File: config.mk
export PLATFORM = sky130hd
export DESIGN_NAME = decode_reg_read
export DESIGN_NICKNAME = d
export VERILOG_FILES = /design/src/rtl/decode_reg_read_pkg.sv /design/src/rtl/decode_reg_read_reg_file.sv /design/src/rtl/decode_reg_read.sv
export SDC_FILE = /design/constraint.sdc
export NUM_CORES = 1
export LEC_CHECK = 0
export BUFFER_PORTS_ARGS = -buffer_cell sky130_fd_sc_hd__buf_2
export CAP_MARGIN = 40
export CORE_MARGIN = 2
export CORE_UTILIZATION = 50
export CTS_CLUSTER_DIAMETER = 80
export DETAILED_ROUTE_END_ITERATION = 10
export PLACE_DENSITY = 0.67
export SLEW_MARGIN = 20
export SYNTH_ARGS = -nofsm -noshare
export SYNTH_HDL_FRONTEND = slang
export SYNTH_HIERARCHICAL = 1
export SYNTH_SLANG_ARGS = --single-unit
File: constraint.sdc
create_clock -name clk -period 9.05 [get_ports clk]
set_input_delay 1.3575 -clock clk [delete_from_list [all_inputs] [get_ports clk]]
set_output_delay 1.3575 -clock clk [all_outputs]
set_load 0.1 [all_outputs]
File: src/rtl/decode_reg_read_pkg.sv
// Shared widths and the write-back write-port bundle for the decode/write-back pair.
package decode_reg_read_pkg;

  localparam int unsigned DATA_W = 16;
  localparam int unsigned ADDR_W = 4;
  localparam logic [ADDR_W-1:0] PRIVATE_ADDR = 4'hF;

  typedef struct packed {
    logic              regWrite;
    logic              dstOrPrivate;
    logic [ADDR_W-1:0] regDstAddress;
    logic [DATA_W-1:0] writeData;
  } wb_port_t;

endpackage

File: src/rtl/decode_reg_read_reg_file.sv
// Register file with one write port and two combinational read ports that bypass
// a same-cycle write.
module decode_reg_read_reg_file
  import decode_reg_read_pkg::*;
#(
  parameter int unsigned         DW        = DATA_W,
  parameter int unsigned         AW        = ADDR_W,
  parameter logic [AW-1:0]       PRIV_ADDR = PRIVATE_ADDR
) (
  input  logic          clk,
  input  logic          rst,
  input  logic          i_we,
  input  logic          i_private,
  input  logic [AW-1:0] i_dst_addr,
  input  logic [DW-1:0] i_wdata,
  input  logic [AW-1:0] i_raddr1,
  input  logic [AW-1:0] i_raddr2,
  output logic [DW-1:0] o_rdata1,
  output logic [DW-1:0] o_rdata2
);

  logic [DW-1:0] r_mem [2**AW];
  logic [AW-1:0] w_waddr;

  assign w_waddr = i_private ? PRIV_ADDR : i_dst_addr;

  always_ff @(posedge clk or posedge rst) begin
    if (rst) begin
      for (int i = 0; i < 2**AW; i++) r_mem[i] <= '0;
    end else if (i_we) begin
      r_mem[w_waddr] <= i_wdata;
    end
  end

  assign o_rdata1 = (i_we && (w_waddr == i_raddr1)) ? i_wdata : r_mem[i_raddr1];
  assign o_rdata2 = (i_we && (w_waddr == i_raddr2)) ? i_wdata : r_mem[i_raddr2];

endmodule

File: src/rtl/decode_reg_read.sv
// Decode-stage register read: register file plus the decode/execute pipeline register
// with flush > stall > normal priority.
module decode_reg_read
  import decode_reg_read_pkg::*;
#(
  parameter int unsigned           DATA_W       = decode_reg_read_pkg::DATA_W,
  parameter int unsigned           ADDR_W       = decode_reg_read_pkg::ADDR_W,
  parameter logic [ADDR_W-1:0]     PRIVATE_ADDR = decode_reg_read_pkg::PRIVATE_ADDR
) (
  input  logic              clk,
  input  logic              rst,
  input  logic              regWrite,
  input  logic              dstOrPrivate,
  input  logic [ADDR_W-1:0] regDstAddress,
  input  logic [DATA_W-1:0] writeData,
  input  logic              inValid,
  input  logic [ADDR_W-1:0] src1Address,
  input  logic [ADDR_W-1:0] src2Address,
  input  logic              stall,
  input  logic              flush,
  output logic              outValid,
  output logic [ADDR_W-1:0] outSrc1Address,
  output logic [ADDR_W-1:0] outSrc2Address,
  output logic [DATA_W-1:0] readData1,
  output logic [DATA_W-1:0] readData2
);

  logic              r_valid;
  logic [ADDR_W-1:0] r_src1;
  logic [ADDR_W-1:0] r_src2;
  logic [DATA_W-1:0] r_data1;
  logic [DATA_W-1:0] r_data2;

  logic [ADDR_W-1:0] w_raddr1;
  logic [ADDR_W-1:0] w_raddr2;
  logic [DATA_W-1:0] w_rdata1;
  logic [DATA_W-1:0] w_rdata2;

  // While stalled, re-read the held indices so writes landing during the stall are seen.
  assign w_raddr1 = stall ? r_src1 : src1Address;
  assign w_raddr2 = stall ? r_src2 : src2Address;

  decode_reg_read_reg_file #(
    .DW        (DATA_W),
    .AW        (ADDR_W),
    .PRIV_ADDR (PRIVATE_ADDR)
  ) u_reg_file (
    .clk        (clk),
    .rst        (rst),
    .i_we       (regWrite),
    .i_private  (dstOrPrivate),
    .i_dst_addr (regDstAddress),
    .i_wdata    (writeData),
    .i_raddr1   (w_raddr1),
    .i_raddr2   (w_raddr2),
    .o_rdata1   (w_rdata1),
    .o_rdata2   (w_rdata2)
  );

  always_ff @(posedge clk or posedge rst) begin
    if (rst) begin
      r_valid <= 1'b0;
      r_src1  <= '0;
      r_src2  <= '0;
      r_data1 <= '0;
      r_data2 <= '0;
    end else if (flush) begin
      r_valid <= 1'b0;
      r_src1  <= '0;
      r_src2  <= '0;
      r_data1 <= '0;
      r_data2 <= '0;
    end else if (stall) begin
      r_data1 <= w_rdata1;
      r_data2 <= w_rdata2;
    end else begin
      r_valid <= inValid;
      r_src1  <= src1Address;
      r_src2  <= src2Address;
      r_data1 <= w_rdata1;
      r_data2 <= w_rdata2;
    end
  end

  assign outValid       = r_valid;
  assign outSrc1Address = r_src1;
  assign outSrc2Address = r_src2;
  assign readData1      = r_data1;
  assign readData2      = r_data2;

endmodule

Word level (Yosys, flattened, before mapping)
Cells that the tools add are included.
- register bits after elaboration: 297
- bits in latches: 0
- memory bits (writable): 0
- bits in read-only memories: 0
- bits of input ports: 35
- output and inout bits: 41
- word-level logic and storage cells: 54
- memories kept: 0
- add/sub/neg operators: 0
- multiply operators: 0
- divide/modulo/power cells: 0
- magnitude comparators: 4
- eq/ne operators: 3
- shifts and indexed selects: 0
- mux-type cells: 20
- bitwise logic cells: 3
- reduce and logical (&&, ||, !) cells: 3
- operator list (cell ; count):
    256-bit bitwise mux ; 1
    16-bit 2-to-1 mux ; 9
    16-bit binary-select mux with 4-bit select ; 2
    16-bit demux with 4-bit select ; 1
    4-bit 2-to-1 mux ; 5
    5-bit >= comparator (second input constant) ; 3
    4-bit inverter with 5-bit output ; 3
    4-bit == test ; 2
    5-bit by 1-bit < comparator with 1-bit output (second input constant) ; 1
    1-bit logical AND ; 3
    1-bit 2-to-1 mux ; 2
    2-bit by 1-bit != test with 1-bit output (second input constant) ; 1

Logic depth before layout (Yosys ltp)
Gate-level depths: netlist of run 1.
- word-level depth: 7
- gate-level depth with buffers: 10
- gate-level depth less buffers: 7

Cells and area by module
The synthesis of run 1 kept the hierarchy.
- by module, submodules not included (module ; times used ; cells each ; area an instance (µm²) ; sequential area each (µm²)):
    decode_reg_read_reg_file ; 1 ; 914 ; 14027.2 ; 6406.1
    decode_reg_read ; 1 ; 97 ; 1507.7 ; 1026.0

Worst setup path before layout of run 1
Ideal clock, no wire load.
- kind: input port to flip-flop
- from: input stall
- to: register r_data2[0] (netlist: readData2[0])
- setup time: 0.128 ns
- data arrival time: 3.199 ns
- data required time: 8.922 ns
- slack: 5.724 ns
- stages on the path: 10
- buffers on the path: 4
- path through: buf_6 mux2_4 buf_4 buf_4 buf_2 mux4_2 a22oi_1 nand2_1 mux2_2 nor2b_1
- word-level cells in the longest chain between the ends: 7
- elaborated cells between the ends (all ways): 9
- classes of those cells: 1 x eq/ne; 6 x mux; 1 x bitwise; 1 x reduce/logical
- RTL lines (element ; line ; source):
    start, declared ; decode_reg_read.sv:19 ; input logic stall,
    4-bit 2-to-1 mux * ; n/a ;
    via w_raddr2[0] ; decode_reg_read.sv:35 ; logic [ADDR_W-1:0] w_raddr2;
    4-bit inverter with 5-bit output (not written as such) ; decode_reg_read_reg_file.sv:36 ; assign o_rdata2 = (i_we && (w_waddr == i_raddr2)) ? i_wdata : r_mem[i_raddr2];
    16-bit binary-select mux with 4-bit select ; decode_reg_read_reg_file.sv:36 ;
    16-bit 2-to-1 mux (not written as such) (2 in series) ; decode_reg_read_reg_file.sv:36 ;
    16-bit 2-to-1 mux * ; decode_reg_read_reg_file.sv:36 ;
    via w_rdata2[0] ; decode_reg_read.sv:37 ; logic [DATA_W-1:0] w_rdata2;
    16-bit 2-to-1 mux * ; decode_reg_read.sv:67 ; end else if (flush) begin
    end signal, assigned ; decode_reg_read.sv:75 ; r_data2 <= w_rdata2;
    end signal, assigned ; decode_reg_read.sv:81 ; r_data2 <= w_rdata2;
    end, declared ; decode_reg_read.sv:32 ; logic [DATA_W-1:0] r_data2;
Mark *: on every way through the listed nets, which the timed path passes. The rest lies on a longest branch. The select of a mux whose other input is x is not followed.
A chain may end at the register's enable or synchronous reset.

Worst setup path after layout of run 1
- from: input stall
- to: register r_data2[3] (netlist: readData2[3])
Same word-level chain as after synthesis.

==> qor.txt, run 1 <==
Outcome: finished, final reports clean
N_diodes: 0
Die height: 180.3 um
Max Clk Rate: 0.2536 GHz
Layout cell share with drive strength beyond 1: 54.00%
Synth Net Count: 1,046
Clock Root Buffer: clkbuf_16
Pleak: 0.007738 uW
Clock Tree Buf Depth: 3
DR pass1 iterations: 5
Chip Width: 180.3 um
CTS Sinks: 297
Tot GR Track Use: 26.15%
Flops & latches, synth: 297
Largest net degree at the start of global routing: 87
PortBufs: 75
Worst EP required: 9.42 ns
Post-place setup slack: 4.508 ns
Worst-path fanout max: 35
Mapped cell area: 15,530 um^2
Latest clock arrival within the worst-skew pair: 0.51 ns
CTS tree: built
Rows: 64
WP data arrival: 4.31 ns
Post-Syn Area per Cell: 15.37 um^2
Routed WL: 41,560 um
Metal-1 WL: 18,170 um
Via density: 6.456
Synth cell types: 36
Met2 WL post-DR: 18,820 um
Final Worst Setup Slack: 5.107 ns
I/O pin cnt: 76
Num CTS Buffers: 34
Period utilization: 43.57%
Max-slew headroom: 41.32%
Area grow syn2layout: 11.98%
Pins Over Slew Limit: 0
Minimum clock period: 3.943 ns
Top sig layer: met4
Startpoint Class: input port
Vias in the first global route: 10,074
GR Overflow Total: 0
Max cap viols: 0
Setup repair after global routing missed its margin: no
Crit path kind: input port to flop
Power Total: 4109 uW
Setup crit end kind: flop
Initial antenna violation count: 0
Antenna Nets Post-Route: 0
Global placer's final weighted congestion: 0.7692
Post-Route Skew: 0.01184 ns
Final Hold Viols: 0
Initial core utilization: 50.79%
Power density cells: 236.2 nW/um^2
First-pass GRT wire length: 63,720 um
Die area: 32,500 um^2
Setup violators final: 0
Gate Count Post-Synth: 1,011
Worst-path clk slew: 0.06 ns
H-tree Lvls: 2
Worst hold margin: 0.5043 ns
DR vias: 9,574
Yosys warns: 6
Initial DRC Count: 834
Setup TNS: 0 ns
Hpwl dp: 23,390 um
DRC: 0
Cts hold-fix bufs: 0
Slew @ Worst Pin: 0.8793 ns
# resized after CTS: 0
Seq/Total Area, Yosys: 47.84%
Worst Hold Class: flop to flop
# Post-CTS Setup Buffers: 0
Wire length on met3: 3212 um
Worst vdd ir: 0.1083 mV
Avg WL per Cell: 28.02 um
Core ar.: 30,590 um^2
Fin nets: 1,100
synthesized netlist by cell type, drive strengths merged:
library cell / count / share of area, %
a2bb2oi: 1 / 0.056
nand2: 44 / 1.1
dfrtp: 297 / 48
xnor2: 2 / 0.11
nor4b: 1 / 0.097
mux2i: 2 / 0.13
inv: 4 / 0.097
nand3: 1 / 0.064
nand4b: 1 / 0.056
and4bb: 2 / 0.16
mux4: 128 / 19
a21oi: 5 / 0.16
buf: 61 / 2.6
and2: 2 / 0.081
a22oi: 64 / 3.1
mux2: 296 / 22
o22ai: 2 / 0.12
or3: 1 / 0.040
a41o: 1 / 0.064
o2111ai: 1 / 0.056
and3: 4 / 0.16
clkbuf: 30 / 0.74
a32oi: 1 / 0.056
nor2: 12 / 0.31
nor2b: 45 / 2.2
xor2: 1 / 0.056
nor3: 2 / 0.097
cell families after synthesis:
logic type / count (synthesis) / synth area share [%]
XOR/XNOR: 3 / 0.1692
AO/OA/AOI/OAI: 75 / 3.608
flip-flops: 297 / 47.84
AND/OR/NAND/NOR: 115 / 4.325
buffers and inverters: 95 / 3.407
multiplexers: 426 / 40.65
metrics by stage:
step	area [um^2]	instances	utilization (%)
floorplan	15530	1011	-
global placement	16140	1419	52.77
detailed placement	16210	1422	52.99
CTS	17310	1480	56.60
global route	17400	1483	56.87
finish	17400	1483	56.87
worst paths after layout:
kind	from	to	slack (ns)	cells past startpoint
min in group asynchronous	rst	u_reg_file/r_mem[100]	0.86	2
worst min-delay path	u_reg_file/r_mem[20]	u_reg_file/r_mem[20]	0.50	1
worst min register to register	u_reg_file/r_mem[20]	u_reg_file/r_mem[20]	0.50	1
worst max register to register	outSrc2Address[0]	readData2[3]	5.95	7
max in group asynchronous	rst	u_reg_file/r_mem[91]	6.68	4
worst max-delay path	stall	readData2[3]	5.11	8
metal layers:
layer  global-route usage (%)  vias up
li1                         -     3974
met5                        0        -
met3                    6.366       97
met4                    9.258        0
met1                    37.65     5108
met2                    38.99      395
critical path, cell delays in order:
cell and delay, ns:
buf_2 0.25, mux2_4 0.64, buf_4 0.70, mux4_2 0.59, a22oi_1 0.23, nand2_1 0.11
mux2_2 0.26, nor2b_1 0.12
cells in the final DEF (no fill, tap or decap), types with 8 or more instances in the layout:
cell type,Yosys,final
mux2_1,18,18
clkbuf_16,0,37
buf_2,40,75
nor2_1,11,8
mux4_2,128,128
dfrtp_1,297,297
nand2_1,44,43
mux2_2,257,257
mux2_4,21,21
buf_4,10,28
nor2b_1,37,33
nor2b_4,8,9
clkbuf_1,28,9
a22oi_1,64,64
where the power goes:
part           internal [uW]  switching [uW]  leakage [uW]
Combinational            504             498       0.00340
Sequential              1580             177       0.00381
Clock                    820             534      0.000536
area by class of cell:
class,count,area (um^2)
inverters,4,25.02
clock buffers,52,1042
clock inverters,6,60.06
flip-flops and latches,297,7432
fillers,2458,13190
repair buffers,109,730.7
multi-input cells,619,7610
well taps,396,495.5
registers in the layout (all words and copies together), names as in the netlist:
signal	count
outSrc1Address	4
outSrc2Address	4
outValid	1
readData1	16
readData2	16
u_reg_file/r_mem	256
Power figures use the tool's default switching activity.
==> run 2: changes to the inputs <==
- ABC_AREA: unset -> 1
- PLACE_DENSITY: 0.67 -> 0.7
- clock period: 9.05 -> 3.4 ns (I/O delays scaled with it)
==> run 2 against run 1 <==
Compared with the run above: count of clock-buffer cells in the layout increased by 2; die area up 9.0%; clock skew rose by 0.0012 ns; register-to-register slack lost 5.1 ns; sequential share of layout area decreased by 3.3 points; hold slack got worse by 0.46 ns; critical path depth up 4; cell count grew 100%; first-iteration DRC count grew 150%; clock power grew to 2.7 times the previous value; synthesized cell count increased to 2.5 times the previous value; utilization shrank 0.48 points.
==> qor.txt, run 2 <==
Area of the multi-input gates: 7512 um^2 (was 7610 um^2)
Yosys warns: 6 (unchanged)
# resized after CTS: 0 (unchanged)
Setup repair after global routing missed its margin: no (unchanged)
CTS Sinks: 297 (unchanged)
Die area: 35,410 um^2 (was 32,500 um^2)
Area grow syn2layout: 11.20% (was 11.98%)
Mapped cell area: 16,960 um^2 (was 15,530 um^2)
Fin cells: 2,993 (was 1,483)
Num CTS Buffers: 35 (was 34)
Placed insts: 2,931 (was 1,422)
H-tree Lvls: 2 (unchanged)
Fill cell count: 3,163 (was 2,458)
Max Clk Rate: 0.3877 GHz
Post-synth top area share: 43.82% (was 47.84%)
PortBufs: 75 (unchanged)
Initial antenna violation count: 0 (unchanged)
Seq/Total Area, Yosys: 43.82% (was 47.84%)
Post-Syn Area per Cell: 6.689 um^2 (was 15.37 um^2)
Power density cells: 599.5 nW/um^2 (was 236.2 nW/um^2)
DR vias: 17,040 (was 9,574)
Antenna Nets Post-Route: 0 (unchanged)
Post-Route Skew: 0.01309 ns (was 0.01184 ns)
Startpoint Class: flop (was input port)
Worst EP required: 3.79 ns (was 9.42 ns)
Core ar.: 33,450 um^2 (was 30,590 um^2)
Flop pwr share: 39.9% (was 42.6%)
Max FFs per register: 256 (unchanged)
Max-slew headroom: 46.80% (was 41.32%)
Pins Over Slew Limit: 0 (unchanged)
Worst-path fanout max: 26 (was 35)
Avg WL per Cell: 19.16 um (was 28.02 um)
Routed WL: 57,350 um (was 41,560 um)
DRC: 0 (unchanged)
Layout cell share with drive strength beyond 1: 8.959% (was 54.00%)
Worst hold margin: 0.04053 ns (was 0.5043 ns)
Net Sw Frac: 35.86% (was 29.43%)
Minimum clock period: 2.579 ns
Pleak: 0.01013 uW (was 0.007738 uW)
Largest net degree at the start of global routing: 129 (was 87)
Period utilization: 75.86%
Hpwl dp: 33,560 um (was 23,390 um)
Initial core utilization: 50.71% (was 50.79%)
Largest reg by FF count: u_reg_file/r_mem (unchanged)
Main flop type after synthesis: dfrtp_1 (unchanged)
Final Hold Viols: 0 (unchanged)
Cts hold-fix bufs: 0 (unchanged)
Most frequent cells after synthesis: nand2_1, nand3_1, inv_1, dfrtp_1, o21ai_0 (was dfrtp_1, mux2_2, mux4_2, a22oi_1, nand2_1)
Setup TNS: 0 ns (unchanged)
Setup crit end kind: flop (unchanged)
Worst vdd ir: 0.4279 mV (was 0.1083 mV)
Main area contributors after synthesis: dfrtp_1, nand2_1, nand3_1 (was dfrtp_1, mux2_2, mux4_2)
Top-count cell post-synth: nand2_1 (was dfrtp_1)
Clock Root Buffer: clkbuf_16 (unchanged)
Tot GR Track Use: 32.36% (was 26.15%)
Clock network fraction of total power: 32.4% (was 33.0%)
GR Overflow Total: 0 (unchanged)
Initial DRC Count: 2,073 (was 834)
Worst-path clk slew: 0.06 ns (about the same)
Post-Place Cell Area: 17,700 um^2 (was 16,210 um^2)
WP data arrival: 2.97 ns (was 4.31 ns)
FFs w/ async S/R, synth: 100.0% (unchanged)
Chip Width: 188.2 um (was 180.3 um)
Most frequent cells in the layout: nand2_1, nand3_1, inv_1, dfrtp_1, o21ai_0 (was dfrtp_1, mux2_2, mux4_2, buf_2, a22oi_1)
Worst Hold Class: input port to async pin (was flop to flop)
CTS tree: built (unchanged)
Synth Net Count: 2,571 (was 1,046)
Synth cell types: 24 (was 36)
Sequential cell area: 7432 um^2 (unchanged)
Die height: 188.2 um (was 180.3 um)
Comb pwr share: 27.7% (was 24.4%)
Psw: 4055 uW (was 1209 uW)
P_int: 7253 uW (was 2900 uW)
Clock Tree Buf Depth: 3 (unchanged)
Gate Count Post-Synth: 2,536 (was 1,011)
Most common cell after layout, fill and taps aside: nand2_1 (was dfrtp_1)
Leading area contributor after synthesis: dfrtp_1 (unchanged)
I/O pin cnt: 76 (unchanged)
Crit path kind: flop to flop (was input port to flop)
First-pass GRT wire length: 89,600 um (was 63,720 um)
Fin nets: 2,557 (was 1,100)
Latest clock arrival within the worst-skew pair: 0.52 ns (was 0.51 ns)
Rows: 67 (was 64)
Final instance area: 18,860 um^2 (was 17,400 um^2)
DR pass1 iterations: 5 (unchanged)
Flops & latches, synth: 297 (unchanged)
Post-synth EDFFs: 0 (unchanged)
Vias in the first global route: 15,784 (was 10,074)
Setup violators final: 0 (unchanged)
Max cap viols: 0 (unchanged)
N_diodes: 0 (unchanged)
Slew @ Worst Pin: 0.7980 ns (was 0.8793 ns)
Via density: 5.693 (was 6.456)
Outcome: finished, final reports clean (unchanged)
Global placer's final weighted congestion: 0.8917 (was 0.7692)
# Post-CTS Setup Buffers: 0 (unchanged)
==> run 2: worst paths after layout <==
kind | from | endpoint | slack (ns) | cells past startpoint
setup / recovery | outSrc1Address[0] | readData1[3] | 0.82 | 12
min in group clk | flush | outSrc1Address[2] | 0.23 | 2
max in group asynchronous | rst | u_reg_file/r_mem[249] | 2.47 | 4
hold / removal | rst | u_reg_file/r_mem[109] | 0.04 | 2
setup reg to reg | outSrc1Address[0] | readData1[3] | 0.82 | 12
hold reg to reg | u_reg_file/r_mem[185] | u_reg_file/r_mem[185] | 0.48 | 2
==> run 2: routing by layer <==
| layer | track usage, % | wire length [um] | vias to the layer above |
|---|---|---|---|
| met3 | 7.189 | 6599 | 174 |
| met2 | 50.06 | 25110 | 1016 |
| met5 | 0 | 0 | - |
| met4 | 14.51 | 2475 | 0 |
| li1 | - | - | 7860 |
| met1 | 43.67 | 23160 | 7990 |
==> run 2: power by group through the flow <==
| stage | Combinational [uW] | Sequential (uW) | Clock (uW) |
|---|---|---|---|
| 2_1_floorplan | 1960 | 4850 | 0 |
| 3_3_place_gp | 3010 | 4540 | 0 |
| 3_5_place_dp | 3070 | 4550 | 0 |
| 4_1_cts | 3090 | 4490 | 3720 |
| 5_1_grt | 3510 | 4570 | 3850 |
| 6_report | 3140 | 4510 | 3660 |
==> run 2: cell families (layout without fill, tap and decap cells) <==
family	after synthesis	in the layout	synth area share (%)
simple gates	1452	1452	36.39
compound gates	262	262	7.797
buf+inv	523	532	11.90
flops	297	297	43.82
xor+xnor	2	2	0.1033
==> run 2: layout make-up <==
cell class              count  area share (%)
clock buffers              54           5.725
well taps                 448           2.972
multi-input cells        1716           39.83
repair buffers            128           4.935
inverters                 344           6.959
clock inverters             6          0.1791
flip-flops and latches    297           39.40
==> run 2: critical path, stage by stage, from the launching register on <==
cell,delay (ns)
dfrtp_1,0.38
inv_1,0.05
nand2_1,0.05
nand2_2,0.11
inv_4,0.15
inv_4,0.26
o21ai_0,0.19
nor3_4,0.54
nand2_2,0.39
nand2_1,0.18
nand2_1,0.06
inv_1,0.05
nor2_1,0.03
==> run 2: stage by stage <==
stage	total power [uW]	utilization, %	setup slack (ns)
2_1_floorplan	6813	-	-0.4816
3_3_place_gp	7544	52.92	0.4791
3_5_place_dp	7623	52.92	0.4283
4_1_cts	11300	56.25	0.8424
5_1_grt	11940	56.39	0.5766
6_report	11310	56.39	0.8207
